### config.mk
export PLATFORM = sky130hd
export DESIGN_NAME = btn_debounce_pulse_flat
export DESIGN_NICKNAME = d
export VERILOG_FILES = /design/src/rtl/btn_debounce_pulse_pkg.sv /design/src/rtl/btn_debounce_pulse_if.sv /design/src/rtl/btn_debounce_pulse_chan.sv /design/src/rtl/btn_debounce_pulse.sv /design/src/flat_wrapper.sv
export SDC_FILE = /design/constraint.sdc
export NUM_CORES = 1
export LEC_CHECK = 0
export CAP_MARGIN = 10
export CORE_AREA = 2 2 65 67
export DETAILED_ROUTE_END_ITERATION = 12
export DIE_AREA = 0 0 67 69
export GPL_TIMING_DRIVEN = 0
export PLACE_DENSITY = 0.83
export SLEW_MARGIN = 25
export SYNTH_ARGS = -nofsm -noshare
export SYNTH_HDL_FRONTEND = slang
export SYNTH_SLANG_ARGS = --single-unit
### constraint.sdc
create_clock -name clk -period 4.4 [get_ports clk]
set_input_delay 0.88 -clock clk [delete_from_list [all_inputs] [get_ports clk]]
set_output_delay 0.88 -clock clk [all_outputs]
set_load 0.01 [all_outputs]
### src/rtl/btn_debounce_pulse_pkg.sv
`default_nettype none
// ============================================================================
// Module  : btn_debounce_pkg
// Brief   : Shared state encoding and counter sizing for the button debouncer.
// Revision: 1.0 - initial release
// ============================================================================
package btn_debounce_pkg;

  typedef logic [1:0] state_t;

  localparam state_t IDLE     = 2'b00;
  localparam state_t CONF_ON  = 2'b01;
  localparam state_t PRESSED  = 2'b10;
  localparam state_t CONF_OFF = 2'b11;

  // Counter must hold DEBOUNCE_CYCLES-1; never narrower than one bit.
  function automatic int cnt_width(input int cycles);
    return (cycles < 1) ? 1 : $clog2(cycles + 1);
  endfunction

endpackage
`default_nettype wire

### src/rtl/btn_debounce_pulse_if.sv
`default_nettype none
// ============================================================================
// Module  : btn_debounce_pulse_if
// Brief   : Raw button inputs and conditioned level/pulse outputs.
// Revision: 1.0 - initial release
// ============================================================================
interface btn_debounce_pulse_if #(
  parameter int NUM_BTNS = 4
);

  logic [NUM_BTNS-1:0] btn_raw;
  logic [NUM_BTNS-1:0] btn_level;
  logic [NUM_BTNS-1:0] btn_press;
  logic [NUM_BTNS-1:0] btn_release;

  modport master (
    output btn_raw,
    input  btn_level,
    input  btn_press,
    input  btn_release
  );

  modport slave (
    input  btn_raw,
    output btn_level,
    output btn_press,
    output btn_release
  );

endinterface
`default_nettype wire

### src/rtl/btn_debounce_pulse_chan.sv
`default_nettype none
// ============================================================================
// Module  : debounce_chan
// Brief   : One button channel: 2-flop sync, debounce FSM, registered pulses.
// Revision: 1.0 - initial release
// ============================================================================
module debounce_chan
  import btn_debounce_pkg::*;
#(
  parameter int DEBOUNCE_CYCLES = 16
) (
  input  wire logic clk,
  input  wire logic rst_n,
  input  wire logic i_btn_raw,
  output logic      o_btn_level,
  output logic      o_btn_press,
  output logic      o_btn_release
);

  localparam int              c_CW       = cnt_width(DEBOUNCE_CYCLES);
  localparam logic [c_CW-1:0] c_CNT_LAST = c_CW'(DEBOUNCE_CYCLES - 1);

  logic            r_sync1;
  logic            r_sync2;
  state_t          r_state;
  state_t          w_state_nxt;
  logic [c_CW-1:0] r_cnt;
  logic [c_CW-1:0] w_cnt_nxt;
  logic            r_level;
  logic            r_press;
  logic            r_release;
  logic            w_level_nxt;
  logic            w_press_nxt;
  logic            w_release_nxt;
  logic            w_cnt_last;

  always_ff @(posedge clk or negedge rst_n) begin
    if (!rst_n) begin
      r_sync1 <= 1'b0;
      r_sync2 <= 1'b0;
    end else begin
      r_sync1 <= i_btn_raw;
      r_sync2 <= r_sync1;
    end
  end

  assign w_cnt_last = (r_cnt == c_CNT_LAST);

  // State register; the level and pulse flops ride along so outputs are registered.
  always_ff @(posedge clk or negedge rst_n) begin
    if (!rst_n) begin
      r_state   <= IDLE;
      r_cnt     <= '0;
      r_level   <= 1'b0;
      r_press   <= 1'b0;
      r_release <= 1'b0;
    end else begin
      r_state   <= w_state_nxt;
      r_cnt     <= w_cnt_nxt;
      r_level   <= w_level_nxt;
      r_press   <= w_press_nxt;
      r_release <= w_release_nxt;
    end
  end

  always_comb begin
    w_state_nxt = r_state;
    w_cnt_nxt   = r_cnt;
    case (r_state)
      IDLE: begin
        if (r_sync2) begin
          w_state_nxt = CONF_ON;
          w_cnt_nxt   = '0;
        end
      end
      CONF_ON: begin
        if (!r_sync2)       w_state_nxt = IDLE;
        else if (w_cnt_last) w_state_nxt = PRESSED;
        else                 w_cnt_nxt   = r_cnt + 1'b1;
      end
      PRESSED: begin
        if (!r_sync2) begin
          w_state_nxt = CONF_OFF;
          w_cnt_nxt   = '0;
        end
      end
      CONF_OFF: begin
        if (r_sync2)         w_state_nxt = PRESSED;
        else if (w_cnt_last) w_state_nxt = IDLE;
        else                 w_cnt_nxt   = r_cnt + 1'b1;
      end
      default: begin
        w_state_nxt = IDLE;
        w_cnt_nxt   = '0;
      end
    endcase
  end

  // Level is high whenever the confirmed state is "pressed", including its confirm-off window.
  always_comb begin
    w_level_nxt   = (w_state_nxt == PRESSED) || (w_state_nxt == CONF_OFF);
    w_press_nxt   = (r_state == CONF_ON)  &&  r_sync2 && w_cnt_last;
    w_release_nxt = (r_state == CONF_OFF) && !r_sync2 && w_cnt_last;
  end

  assign o_btn_level   = r_level;
  assign o_btn_press   = r_press;
  assign o_btn_release = r_release;

endmodule
`default_nettype wire

### src/rtl/btn_debounce_pulse.sv
`default_nettype none
// ============================================================================
// Module  : btn_debounce_pulse
// Brief   : NUM_BTNS independent debounced buttons with press/release pulses.
// Revision: 1.0 - initial release
// ============================================================================
module btn_debounce_pulse #(
  parameter int NUM_BTNS        = 4,
  parameter int DEBOUNCE_CYCLES = 16
) (
  input wire logic             clk,
  input wire logic             rst_n,
  btn_debounce_pulse_if.slave  bus
);

  logic [NUM_BTNS-1:0] w_level;
  logic [NUM_BTNS-1:0] w_press;
  logic [NUM_BTNS-1:0] w_release;

  generate
    for (genvar gi = 0; gi < NUM_BTNS; gi++) begin : g_chan
      debounce_chan #(
        .DEBOUNCE_CYCLES (DEBOUNCE_CYCLES)
      ) u_chan (
        .clk           (clk),
        .rst_n         (rst_n),
        .i_btn_raw     (bus.btn_raw[gi]),
        .o_btn_level   (w_level[gi]),
        .o_btn_press   (w_press[gi]),
        .o_btn_release (w_release[gi])
      );
    end
  endgenerate

  assign bus.btn_level   = w_level;
  assign bus.btn_press   = w_press;
  assign bus.btn_release = w_release;

endmodule
`default_nettype wire

### src/flat_wrapper.sv
// flat-port wrapper written by rule: the top's interface ports become plain ports
module btn_debounce_pulse_flat 
#(
  parameter int NUM_BTNS        = 4,
  parameter int DEBOUNCE_CYCLES = 16
)
  (clk, rst_n, bus_btn_raw, bus_btn_level, bus_btn_press, bus_btn_release);
  btn_debounce_pulse_if #(.NUM_BTNS(NUM_BTNS)) bus_i ();
  input wire logic clk;
  input wire logic rst_n;
  input wire logic [$bits(bus_i.btn_raw)-1:0] bus_btn_raw;
  output wire logic [$bits(bus_i.btn_level)-1:0] bus_btn_level;
  output wire logic [$bits(bus_i.btn_press)-1:0] bus_btn_press;
  output wire logic [$bits(bus_i.btn_release)-1:0] bus_btn_release;
  assign bus_i.btn_raw = bus_btn_raw;
  assign bus_btn_level = bus_i.btn_level;
  assign bus_btn_press = bus_i.btn_press;
  assign bus_btn_release = bus_i.btn_release;
  btn_debounce_pulse #(.NUM_BTNS(NUM_BTNS), .DEBOUNCE_CYCLES(DEBOUNCE_CYCLES)) u_core (.clk(clk), .rst_n(rst_n), .bus(bus_i));
endmodule
; ---- Word level (Yosys, flattened, before mapping)
; Cells that the tools add are included.
; W data, S select, Z words.
[classes]
n_eq_ne = 40
n_lt_le_gt_ge = 0
n_addsub = 4
n_shift = 0
n_mux = 52
mul = 0
div_mod_pow = 0
bitwise = 0
n_reduce_logical = 32
[op_table]
columns = op, count
row1 = $mux W5, 20
row2 = $pmux W5 S4, 4
row3 = $mux W2, 24
row4 = $eq A2 B2 Y1 const B, 16
row5 = $ne A2 B2 Y1 const B, 16
row6 = $pmux W2 S4, 4
row7 = $add A5 B1 Y5 const B, 4
row8 = $eq A5 B4 Y1 const B, 4
row9 = $logic_and A1 B1 Y1, 16
row10 = $reduce_and A4 Y1, 4
row11 = $eq A2 B1 Y1 const B, 4
row12 = $logic_not A2 Y1, 4
row13 = $logic_not A1 Y1, 4
row14 = $logic_or A1 B1 Y1, 4
[word_totals]
n_memories = 0
register_bits = 48
mem_bits_ro = 0
latch_bits = 0
ram_bits = 0

; ---- Logic depth before layout (Yosys ltp)
; Gate-level depths: netlist of the first run.
[depth]
word_depth = 6
depth_mapped = 7
ltp_nobuf = 7

; ---- Hierarchy
; Synthesis of the first run repeated with hierarchy kept, for this count alone.
[unflattened]
cells_unflattened = 176
area_unflattened_um2 = 2080.7
[by_module_without_submodules]
columns = mod, cells_per_inst, n_inst, seq_area_each_um2, area_each_um2
row1 = debounce_chan (u_core.g_chan[1].u_chan ...), 44, 3, 300.3, 520.5
row2 = debounce_chan (u_core.g_chan[0].u_chan), 44, 1, 300.3, 519.2

; ---- Worst setup path after synthesis of the first run
; Ideal clock, no wire load.
[synth_path]
path_kind = register to register
startpoint = reg u_core.g_chan[0].u_chan.r_cnt[0]
endpoint = reg u_core.g_chan[0].u_chan.r_cnt[3]
t_arrival_ps = 1664
setup_ps = 119
n_path_buf = 0
period_less_slack_ps = 1783
t_required_ps = 4281
stages_incl_launch_ff = 7
slack_ps = 2617
path_cell_list = dfrtp_1 -> ha_1 -> and3_1 -> ha_1 -> and2_1 -> o31a_2 -> o22a_2
[synth_via]
elab_chain_cells = 4
word_cells_on_any_way = 6
[synth_lines]
columns = item, line_no
row1 = from (decl), btn_debounce_pulse_chan.sv:27  ; logic [c_CW-1:0] r_cnt;
row2 = from (signal assigned), btn_debounce_pulse_chan.sv:59  ; r_cnt <= w_cnt_nxt;
row3 = $add A5 B1 Y5 / $eq A5 B4 Y1 (equally long branches), "btn_debounce_pulse_chan.sv:79, btn_debounce_pulse_chan.sv:90, btn_debounce_pulse_chan.sv:47"
row4 = $mux W5 *, "btn_debounce_pulse_chan.sv:78, btn_debounce_pulse_chan.sv:89"
row5 = "$mux W5, on equally long branches", "btn_debounce_pulse_chan.sv:88, btn_debounce_pulse_chan.sv:77"
row6 = $pmux W5 S4 *, btn_debounce_pulse_chan.sv:69  ; case (r_state)
; Mark *: on every way between the ends. The rest lies on a longest branch, timed or not. The select of a mux whose other input is x is not followed.
; A chain may end at the register's enable or synchronous reset.

==> results of run 1 <==
-- layout make-up --
cell class | instances | area, um2
Clock buffer | 7 | 76.3
Multi-Input combinational cell | 114 | 796
Timing Repair Buffer | 18 | 185
Clock inverter | 1 | 30.0
Buffer | 13 | 93.8
Fill cell | 323 | 1490
Sequential cell | 46 | 1150
Tap cell | 50 | 62.6
Inverter | 8 | 30.0
-- where the power goes --
part           switching [mW]  total [mW]  internal, mW
Clock                   0.134       0.304         0.170
Combinational          0.0359      0.0683        0.0324
Sequential             0.0308       0.484         0.453
Total                   0.201       0.856         0.655
-- registers in the layout, summed over array words and instances, names as in the netlist --
register and cells:
u_core.g_chan.u_chan.r_sync2 4, u_core.g_chan.u_chan.o_btn_press 4, u_core.g_chan.u_chan.r_cnt 20, u_core.g_chan.u_chan.o_btn_level 3, u_core.g_chan.u_chan.r_sync1 4, u_core.g_chan.u_chan.o_btn_release 4, u_core.g_chan.u_chan.r_state 7
-- critical path, cell delays in order, from the launching register on --
cell and delay [ns]:
dfrtp_1 0.41, buf_4 0.13, clkdlybuf4s50_1 0.52
-- layout by cell type, fill, tap and decap left out, types with 2 or more instances in the layout --
master,count
dfrtp_1,46
o21ai_0,17
clkdlybuf4s50_1,16
nand2_1,12
nand3_1,12
buf_4,12
ha_1,10
inv_1,8
nor3b_1,8
or4b_1,8
nand2b_1,7
nor2_1,5
clkbuf_8,5
and3_1,4
mux2_2,3
xnor2_1,3
or2_2,3
clkbuf_1,3
a21oi_1,3
nor4_1,3
and2_0,2
o31a_1,2
o22a_1,2
mux2i_1,2
-- worst paths after layout --
kind | from | endpoint | slack, ns | depth (start not counted)
worst max-delay path | u_core.g_chan[1].u_chan.r_state[1]$_DFF_PN0_ | bus_btn_level[1] | 2.16 | 2
worst min-delay path | u_core.g_chan[1].u_chan.r_sync1$_DFF_PN0_ | u_core.g_chan[1].u_chan.r_sync2$_DFF_PN0_ | 0.35 | 0
worst max register to register | u_core.g_chan[2].u_chan.r_cnt[0]$_DFFE_PN0P_ | u_core.g_chan[2].u_chan.r_cnt[0]$_DFFE_PN0P_ | 2.49 | 6
worst min register to register | u_core.g_chan[1].u_chan.r_sync1$_DFF_PN0_ | u_core.g_chan[1].u_chan.r_sync2$_DFF_PN0_ | 0.35 | 0
max in group asynchronous | rst_n | u_core.g_chan[0].u_chan.r_sync1$_DFF_PN0_ | 3.43 | 2
min in group asynchronous | rst_n | u_core.g_chan[3].u_chan.o_btn_release$_DFF_PN0_ | 0.49 | 1
-- through the flow --
step	cells	setup slack, ns	instance area, um2	power, mW	hold slack [ns]
floorplan	181	2.62	2070	0.529	0.331
global placement	248	1.26	2300	0.553	0.331
detailed placement	249	2.48	2320	0.561	0.335
CTS	257	2.15	2420	0.868	0.354
global route	257	2.09	2420	0.899	0.366
finish	257	2.16	2420	0.856	0.351
-- per-layer routing --
layer  GRT usage  wire [um]
met1       0.190       1510
met2       0.248       1550
met3      0.0538        104
met4      0.0408         18
met5           0          0
-- cells by family (layout without fill, tap and decap cells) --
logic type | count (synthesis) | in the layout
mux | 5 | 5
fa+ha+maj | 10 | 10
buf+inv | 21 | 47
xor+xnor | 4 | 4
compound gates | 29 | 29
simple gates | 66 | 66
flops | 46 | 46
==> flow_summary.ini, run 1 <==
[yosys]
synth_area_leader_cell = dfrtp_1
synthTopCellsByCount = dfrtp_1 (46), o21ai_0 (17), buf_4 (12), nand2_1 (12), nand3_1 (12)
mappedNetlistNets = 197
synth_cell_types = 30
synthCells = 181
synth_compound_area_frac = 0.0864
synth_area_leaders = dfrtp_1 (56%), ha_1 (6.0%), buf_4 (4.4%), o21ai_0 (4.1%), or4b_1 (3.9%)
synth_most_common_cell = dfrtp_1
synth-simple-area-share = 0.191
synth-adder-area-share = 0.0604
synthMuxAreaShare = 0.0260
synth_enable_flop_cells = 0
synth-main-ff-cell = dfrtp_1
async_flop_share = 1.00
ys_ff_latch = 46
syn_area_um2 = 2070
yosysSeqAreaShare = 0.556
syn_avg_cell_area_um2 = 11.4
synth_xor_area_frac = 0.0205
synth_top_area_frac = 0.556
ys_warn_count = 0
synth_top_family_by_area = simple AND/OR/NAND/NOR gates

[drt]
drc = 0
vias = 1321
routedWlPerCell_um = 12.4
viasPerCell = 5.14
ant_nets = 0
drt-pass1-iter-count = 4
drt_iter0_drc = 55
routed_wl_um = 3180

[cells_and_area]
insertedDiodeCount = 0
drive_gt1_frac = 0.145
final_core_util = 0.620
syn_to_final_growth_pct = 17.1
nets = 222

[setup_path]
critPathLaunchType = flop
end_kind = output port
cp.arrival_ns = 1.36
crit_type = reg -> out
critPathMaxFanout = 5
crit_required_ns = 3.52

[global_routing]
overflow = 0
grt_max_degree = 33
grt_pass1_vias = 1309
antenna_found_initial = 0
track_usage = 0.152
grt_pass1_wl_um = 5460

[placement]
hpwlAfterDp_um = 2200
port-buffer-count = 17
gp_congestion = 0.780

[floorplanning]
start_util = 0.529
ioPinCount = 18
die-area_um2 = 4620
chipWidth_um = 67
core_area_um2 = 3910
die_h_um = 69
rows = 23

[clock_tree]
clock_path_buffers = 2
cts_tree = built
insertion_delay_ns = 0.29
cts_setup_buffers = 0
clkTransAtPathRegs_ns = 0.08
cts_sinks = 46
htreeDepth = 2
numCtsBuffers = 5
cts_resized = 0
cts_hold_buf = 0
cts-root-buf = clkbuf_8

[sta]
slew_violations = 0
fmax_mhz = 447
period_needed_ns = 2.24
tns_ns = 0
slew_headroom = 0.587
setup_violations = 0
finalClockSkew_ns = 0.00296
fin_crit_sh = 0.508
rsz0062_at_grt = no
hold_viol = 0
tightest_slew_ns = 0.616

[pwr]
max-vdd-ir-drop_mv = 0.192
leakagePower_nw = 1.10
power_density_nw_per_um2 = 353

[status]
outcome = complete, no violations

[worst_hold_path]
min_path_type = reg -> reg

[run]
maxCapViolCount = 0
No activity file was read; power rests on OpenSTA's default activity.
==> run 2: changes to the inputs <==
Settings changed: CORE_AREA 2 2 65 67 to 2 2 67 69, DIE_AREA 0 0 67 69 to 0 0 69 71, PLACE_DENSITY 0.83 to 0.82.
Clock period 4.4 ns to 2 ns, I/O delays scaled along.
==> flow_summary.ini, run 2 (synthesized netlist as in run 1, its figures left out) <==
[status]
outcome = complete, no violations

[setup_path]
crit_required_ns = 2.19
cp.arrival_ns = 2.09
reg2regPathDepth = 6
rr_startpoint = u_core.g_chan[0].u_chan.r_cnt[0]$_DFFE_PN0P_
crit_top_cell = ha_1
crit_buf_inv = 0
end_kind = flop
crit_type = reg -> reg
regToRegEndpoint = u_core.g_chan[0].u_chan.r_cnt[3]$_DFFE_PN0P_
critPathLaunchType = flop
critPathMaxFanout = 6
crit_family = compound AO/OA/AOI/OAI gates
r2r_slack_ns = 0.10
max_stage_delay_ns = 0.42
worst_path_max_delay_cell = dfrtp_1
worstPathCellList = ha_1, and3_1, ha_1, and2_1, o31a_2, o22a_2

[clock_tree]
htreeDepth = 2
clock_path_buffers = 2
cts_sinks = 46
cts-root-buf = clkbuf_8
clkTransAtPathRegs_ns = 0.08
cts_hold_buf = 0
insertion_delay_ns = 0.30
numCtsBuffers = 5
cts_resized = 0
cts_tree = built
cts_setup_buffers = 0

[cells_and_area]
regArea_um2 = 1150
largest-register = u_core.g_chan.u_chan.r_cnt
final_core_util = 0.577
nets = 222
layout_commonest_cell = dfrtp_1
fillers = 344
syn_to_final_growth_pct = 17.2
top_regs = u_core.g_chan.u_chan.r_cnt: 20 flops, u_core.g_chan.u_chan.r_state: 7 flops
insertedDiodeCount = 0
largest_reg_flops = 20
multiInputGateArea_um2 = 796
drive_gt1_frac = 0.155
mostFrequentLayoutCells = dfrtp_1 (46), o21ai_0 (17), clkdlybuf4s50_1 (16)
stdcell_area_um2 = 2430

[placement]
place_area_um2 = 2320
hpwlAfterDp_um = 2230
port-buffer-count = 17
gp_congestion = 0.786

[sta]
fmax_mhz = 527
hold_viol = 0
finalClockSkew_ns = 0.00690
setup_violations = 0
tightest_slew_ns = 0.667
fin_crit_sh = 0.949
slew_violations = 0
rsz0062_at_grt = no
period_needed_ns = 1.90
slew_headroom = 0.552

[pwr]
leakagePower_nw = 1.11
max-vdd-ir-drop_mv = 0.498
power_density_nw_per_um2 = 755

[global_routing]
overflow = 0
antenna_found_initial = 0
grt_pass1_wl_um = 5570
track_usage = 0.146
grt_max_degree = 30
grt_pass1_vias = 1263

[drt]
drc = 0
ant_nets = 0
routed_wl_um = 3200
drt-pass1-iter-count = 4
routedWlPerCell_um = 12.4
drt_iter0_drc = 27
vias = 1352
viasPerCell = 5.22

[floorplanning]
ioPinCount = 18
start_util = 0.493
chipWidth_um = 69
core_area_um2 = 4200
die_h_um = 71
rows = 24
die-area_um2 = 4900

[worst_hold_path]
min_path_type = in -> async

[run]
maxCapViolCount = 0
-- run 2: cell types whose count changed in the layout (fill, tap and decap cells not counted) --
cell       change
and2_0         -2
and2_1         +2
bufinv_16      -1
clkbuf_1       -2
clkbuf_8       +2
clkinv_4       +1
-- run 2: through the flow --
step | total power [mW] | hold WS (ns) | setup WS [ns] | cells | TNS, ns
detailed placement | 1.23 | 0.335 | 0.0965 | 251 | 0
CTS | 1.87 | 0.0247 | 0.0643 | 259 | 0
floorplan | 1.16 | 0.104 | 0.217 | 181 | 0
global route | 1.93 | 0.0495 | 0.00179 | 259 | 0
finish | 1.83 | 0.0254 | 0.101 | 259 | 0
global placement | 1.22 | 0.332 | -0.674 | 250 | -30.91
-- run 2: how the worst max path moves through the flow --
stage                                                       startpoint                                            to  slack (ns)  depth (start not counted)
after floorplan           u_core.g_chan[0].u_chan.r_cnt[0]$_DFFE_PN0P_  u_core.g_chan[0].u_chan.r_cnt[3]$_DFFE_PN0P_        0.22                          6
after global placement                                           rst_n  u_core.g_chan[1].u_chan.r_cnt[3]$_DFFE_PN0P_       -0.67                          1
after detailed placement  u_core.g_chan[2].u_chan.r_cnt[0]$_DFFE_PN0P_  u_core.g_chan[2].u_chan.r_cnt[1]$_DFFE_PN0P_         0.1                          6
after CTS                 u_core.g_chan[2].u_chan.r_cnt[0]$_DFFE_PN0P_  u_core.g_chan[2].u_chan.r_cnt[1]$_DFFE_PN0P_        0.06                          6
after global routing      u_core.g_chan[2].u_chan.r_cnt[0]$_DFFE_PN0P_  u_core.g_chan[2].u_chan.r_cnt[1]$_DFFE_PN0P_       0.002                          6
final                     u_core.g_chan[0].u_chan.r_cnt[0]$_DFFE_PN0P_  u_core.g_chan[0].u_chan.r_cnt[3]$_DFFE_PN0P_        0.10                          6
-- run 2: final cells by class --
type / count / area share
flip-flops and latches: 46 / 0.474
multi-input cells: 114 / 0.328
repair buffers: 18 / 0.0763
clock buffers: 7 / 0.0397
plain buffers: 13 / 0.0387
well taps: 52 / 0.0268
inverters: 8 / 0.0124
clock inverters: 1 / 0.00361
-- run 2: where the power goes --
group	switching, mW	leakage, nW	internal (mW)	total [mW]
Sequential	0.0683	0.604	0.996	1.06
Combinational	0.0764	0.447	0.0703	0.147
Clock	0.304	0.0544	0.316	0.621
-- run 2: metal layers --
| metal | GRT usage | wire (um) | up-vias | share of wire |
|---|---|---|---|---|
| met3 | 0.0442 | 123 | 6 | 0.038 |
| met2 | 0.234 | 1530 | 20 | 0.48 |
| met1 | 0.180 | 1480 | 649 | 0.46 |
| met5 | 0 | 0 | - | 0 |
| li1 | - | - | 677 | - |
| met4 | 0.0719 | 65 | 0 | 0.020 |
-- run 2: worst reg2reg max path, cell delays in order (launching register included) --
cell and delay, ns:
dfrtp_1 0.42, ha_1 0.22, and3_1 0.20, ha_1 0.20
and2_1 0.22, o31a_2 0.35, o22a_2 0.19
==> edit 1 (flow settings as in run 2) <==
Reset style: synchronous (`rst_n`), changed in 2 clocked blocks.
--- a/src/rtl/btn_debounce_pulse_chan.sv
+++ b/src/rtl/btn_debounce_pulse_chan.sv
@@ -36,3 +36,3 @@
 
-  always_ff @(posedge clk or negedge rst_n) begin
+  always_ff @(posedge clk) begin
     if (!rst_n) begin
@@ -49,3 +49,3 @@
   // State register; the level and pulse flops ride along so outputs are registered.
-  always_ff @(posedge clk or negedge rst_n) begin
+  always_ff @(posedge clk) begin
     if (!rst_n) begin
Behaviour: same outputs for any inputs over 10 cycles, from zero or initial values and one cycle with rst_n low; that may be too few to reach the edited logic, so the function may still have changed.
==> edit 1 against run 2 <==
- count of clock-buffer cells in the layout is the same
- sequential cell count is the same
- design area shrank 6.5%
- wire length grew 8.6%
- global-route usage grew 1.1 points
- synthesized area shrank 6.9%
- critical path depth is the same
- sequential share of layout area shrank 6.9 points
- worst setup slack lost 0.031 ns
- critical endpoint is now u_core.g_chan[2].u_chan.r_cnt[3]
- highest routed layer unchanged
Power is not compared: it rests on default switching activity, and its combinational part moved more than twofold at a synthesized area within 25%.
==> edit 1: results (changes against run 2) <==
.. list-table::
   :header-rows: 1

   * - Metric
     - Value
   * - Number of library cell types mapped by synthesis
     - 25 (was 30)
   * - Top cells by count, synth
     - dfxtp_1 (46), nand2_1 (21), nor2_1 (19), a21oi_1 (18), buf_4 (12) (was dfrtp_1 (46), o21ai_0 (17), buf_4 (12), nand2_1 (12), nand3_1 (12))
   * - Delay of the slowest cell on the worst path
     - 0.49 ns (was 0.42 ns)
   * - Cell area after placement
     - 2160 um2 (was 2320 um2)
   * - Least-Margin Pin Slew
     - 0.504 ns (was 0.667 ns)
   * - GP Congestion
     - 0.868 (was 0.786)
   * - Crit path arrival time
     - 2.15 ns (was 2.09 ns)
   * - Layout cell share with drive strength beyond 1
     - 0.0759 (was 0.155)
   * - Class of the tightest hold or removal check
     - reg2reg (was in2async)
   * - Outcome
     - finished clean (unchanged)
   * - Placed insts
     - 281 (was 251)
   * - Worst Slack Setup Final
     - 0.0704 ns (was 0.101 ns)
   * - Post-synthesis instance area
     - 1930 um2 (was 2070 um2)
   * - Max Clock Skew
     - 0.00535 ns (was 0.00690 ns)
   * - Number of nets in the synthesized netlist
     - 228 (was 197)
   * - Largest net degree at the start of global routing
     - 14 (was 30)
   * - Global-route total usage across every layer
     - 0.157 (was 0.146)
   * - Flip-flop and latch share of the layout cell area
     - 0.406 (was 0.474)
   * - Net total in the final layout
     - 252 (was 222)
   * - Non-clock buffer count
     - 32 (was 31)
   * - Master of the slowest instance on the critical path
     - or4_1 (was dfrtp_1)
   * - Critical register-to-register path startpoint
     - u_core.g_chan[2].u_chan.r_cnt[0] (was u_core.g_chan[0].u_chan.r_cnt[0])
   * - Proportion of synthesized chip area in sequential cells
     - 0.478 (was 0.556)
   * - Sequential cell count
     - 46 (unchanged)
   * - Wire length reported by the detailed router
     - 3.48 mm (was 3.20 mm)
   * - Global-route wire length before repair
     - 6.09 mm (was 5.57 mm)
   * - Detail Placement HPWL
     - 2.44 mm (was 2.23 mm)
   * - CP delay by family, top
     - simple AND/OR/NAND/NOR gates (was compound AO/OA/AOI/OAI gates)
   * - Worst hold slack
     - 0.439 ns (was 0.0254 ns)
-- edit 1: cell types whose count changed after synthesis, moves of 8 or more --
cell,before,now
dfrtp_1,46,0
dfxtp_1,0,46
a21oi_1,3,18
nor2_1,5,19
o21ai_0,17,4
nand2_1,12,21
or4b_1,8,0
-- edit 1: routing by layer --
metal,share of wire,global-route usage,vias to the layer above,routed length (um)
met5,0,0,-,0
met4,0.019,0.0784,0,65
met3,0.034,0.0427,4,117
met2,0.51,0.267,24,1770
met1,0.44,0.181,708,1530
li1,-,-,766,-
-- edit 1: how the worst min path moves through the flow --
stage / depth (start not counted) / startpoint / endpoint
after floorplan: 1 / u_core.g_chan[0].u_chan.r_sync1 / u_core.g_chan[0].u_chan.r_sync2
after global placement: 1 / u_core.g_chan[0].u_chan.r_sync1 / u_core.g_chan[0].u_chan.r_sync2
after detailed placement: 1 / u_core.g_chan[1].u_chan.r_sync1 / u_core.g_chan[1].u_chan.r_sync2
after CTS: 1 / u_core.g_chan[1].u_chan.r_sync1 / u_core.g_chan[1].u_chan.r_sync2
after global routing: 1 / u_core.g_chan[0].u_chan.r_sync1 / u_core.g_chan[0].u_chan.r_sync2
final: 1 / u_core.g_chan[0].u_chan.r_sync1 / u_core.g_chan[0].u_chan.r_sync2
-- edit 1: where the power goes --
group / total (mW) / switching (mW) / internal, mW
clock network: 0.675 / 0.301 / 0.374
logic: 0.0541 / 0.0322 / 0.0219
registers: 0.937 / 0.0110 / 0.926
-- edit 1: cell families (layout without fill, tap and decap cells) --
family                   Yosys count  after routing  synth area share
adder cells (fa/ha/maj)           10             10            0.0649
flip-flops                        46             46             0.478
XOR/XNOR                          10             10            0.0455
AND/OR/NAND/NOR                   95             95             0.266
AO/OA/AOI/OAI                     27             27            0.0760
buffers and inverters             24             49            0.0701
==> edit 2 (config.mk and constraints of run 2) <==
Made on the original files. `DEBOUNCE_CYCLES` is set to 16 in 3 places; all go to 8.
--- a/src/rtl/btn_debounce_pulse_chan.sv
+++ b/src/rtl/btn_debounce_pulse_chan.sv
@@ -9,3 +9,3 @@
 #(
-  parameter int DEBOUNCE_CYCLES = 16
+  parameter int DEBOUNCE_CYCLES = 8
 ) (
--- a/src/rtl/btn_debounce_pulse.sv
+++ b/src/rtl/btn_debounce_pulse.sv
@@ -8,3 +8,3 @@
   parameter int NUM_BTNS        = 4,
-  parameter int DEBOUNCE_CYCLES = 16
+  parameter int DEBOUNCE_CYCLES = 8
 ) (
--- a/src/flat_wrapper.sv
+++ b/src/flat_wrapper.sv
@@ -4,3 +4,3 @@
   parameter int NUM_BTNS        = 4,
-  parameter int DEBOUNCE_CYCLES = 16
+  parameter int DEBOUNCE_CYCLES = 8
 )
Check against the original RTL: same outputs for any inputs over 10 cycles, from zero or initial values and one cycle with rst_n low; that may be too few to reach the edited logic, so the function may still have changed.
==> edit 2 against run 2 <==
- final cell count decreased by 14%
- worst setup slack improved by 0.092 ns
- via count decreased by 18%
- synthesized cell count decreased by 19%
- design area decreased by 11%
- core utilization decreased by 6.3 points
- synthesized area decreased by 13%
- sequential cell count decreased by 5
- sequential share of layout area about the same
- register-to-register slack improved by 0.45 ns
- wire length decreased by 17%
Power is not compared: it rests on default switching activity, and its combinational part moved more than twofold at a synthesized area within 25%.
==> edit 2: results (changes against run 2) <==
.. list-table::
   :header-rows: 1

   * - Metric
     - Value
   * - Starting DRC count in detailed routing
     - 47 (was 27)
   * - Clock network latency to the later pin of the worst-skew pair
     - 0.28 ns (was 0.30 ns)
   * - Cell area after placement
     - 2060 um2 (was 2320 um2)
   * - Mapped Cells
     - 146 (was 181)
   * - Placed insts
     - 216 (was 251)
   * - Number of library cell types mapped by synthesis
     - 20 (was 30)
   * - Multiplexer area fraction after synthesis
     - 0.0864 (was 0.0260)
   * - Wire length reported by the detailed router
     - 2.67 mm (was 3.20 mm)
   * - Post-Synth XOR/XNOR Area
     - 0.0387 (was 0.0205)
   * - Proportion of synthesized chip area in sequential cells
     - 0.567 (was 0.556)
   * - Global-route total usage across every layer
     - 0.124 (was 0.146)
   * - Max Clock Skew
     - 0.00433 ns (was 0.00690 ns)
   * - Outcome
     - finished clean (unchanged)
   * - Global-route wire length before repair
     - 4.87 mm (was 5.57 mm)
   * - Synth area leaders
     - dfrtp_1 (57%), buf_4 (5.0%), o41ai_2 (3.6%) (was dfrtp_1 (56%), ha_1 (6.0%), buf_4 (4.4%))
   * - Largest net degree at the start of global routing
     - 28 (was 30)
   * - Detail Placement HPWL
     - 1.83 mm (was 2.23 mm)
   * - Number of fill cells
     - 383 (was 344)
   * - Via count of the first global-routing pass
     - 1138 (was 1263)
   * - Compound-gate portion of the synthesized area
     - 0.0747 (was 0.0864)
   * - Vias per cell
     - 4.92 (was 5.22)
   * - Max-slew headroom
     - 0.754 (was 0.552)
   * - Routed length per placed instance
     - 11.9 um (was 12.4 um)
   * - Delay of the slowest cell on the worst path
     - 0.52 ns (was 0.42 ns)
   * - Net total in the final layout
     - 181 (was 222)
   * - Master of the slowest instance on the critical path
     - clkdlybuf4s50_1 (was dfrtp_1)
   * - Layout cell share with drive strength beyond 1
     - 0.203 (was 0.155)
[edit 2: changes by cell type after synthesis, sizes merged, moves of 5 or more]
cell and change:
o21ai -17, or4b -8, nand2b -7, ha -6, mux2 +6, dfrtp -5
[edit 2: metal layers]
layer	wire (um)	vias to the layer above	global-route usage
met4	21	0	0.0588
met2	1340	21	0.218
met3	95	2	0.0356
met5	0	-	0
li1	-	537	-
met1	1200	542	0.140
[edit 2: power by group]
| group | internal [mW] | switching [mW] | leakage, nW | total, mW |
|---|---|---|---|---|
| clock | 0.312 | 0.270 | 0.0542 | 0.582 |
| sequential | 1.05 | 0.257 | 0.533 | 1.30 |
| combinational | 0.443 | 0.346 | 0.465 | 0.789 |
| total | 1.80 | 0.874 | 1.05 | 2.67 |
[edit 2: layout make-up]
cell class              count  share of cell area
plain buffers              12              0.0417
clock buffers               7              0.0446
clock inverters             1             0.00232
inverters                  12              0.0208
multi-input cells          81               0.300
flip-flops and latches     41               0.475
well taps                  52              0.0301
repair buffers             18              0.0857
[edit 2: worst paths after layout]
path / from / cells after the start / endpoint / slack [ns]
min in group clk: u_core.g_chan[0].u_chan.r_sync1 / 0 / u_core.g_chan[0].u_chan.r_sync2 / 0.35
max reg2reg: u_core.g_chan[2].u_chan.r_cnt[0] / 4 / u_core.g_chan[2].u_chan.r_cnt[0] / 0.55
max in group asynchronous: rst_n / 2 / u_core.g_chan[2].u_chan.r_cnt[0] / 1.53
min reg2reg: u_core.g_chan[0].u_chan.r_sync1 / 0 / u_core.g_chan[0].u_chan.r_sync2 / 0.35
max: u_core.g_chan[2].u_chan.o_btn_level / 2 / bus_btn_level[2] / 0.19
min: rst_n / 1 / u_core.g_chan[2].u_chan.o_btn_level / 0.02
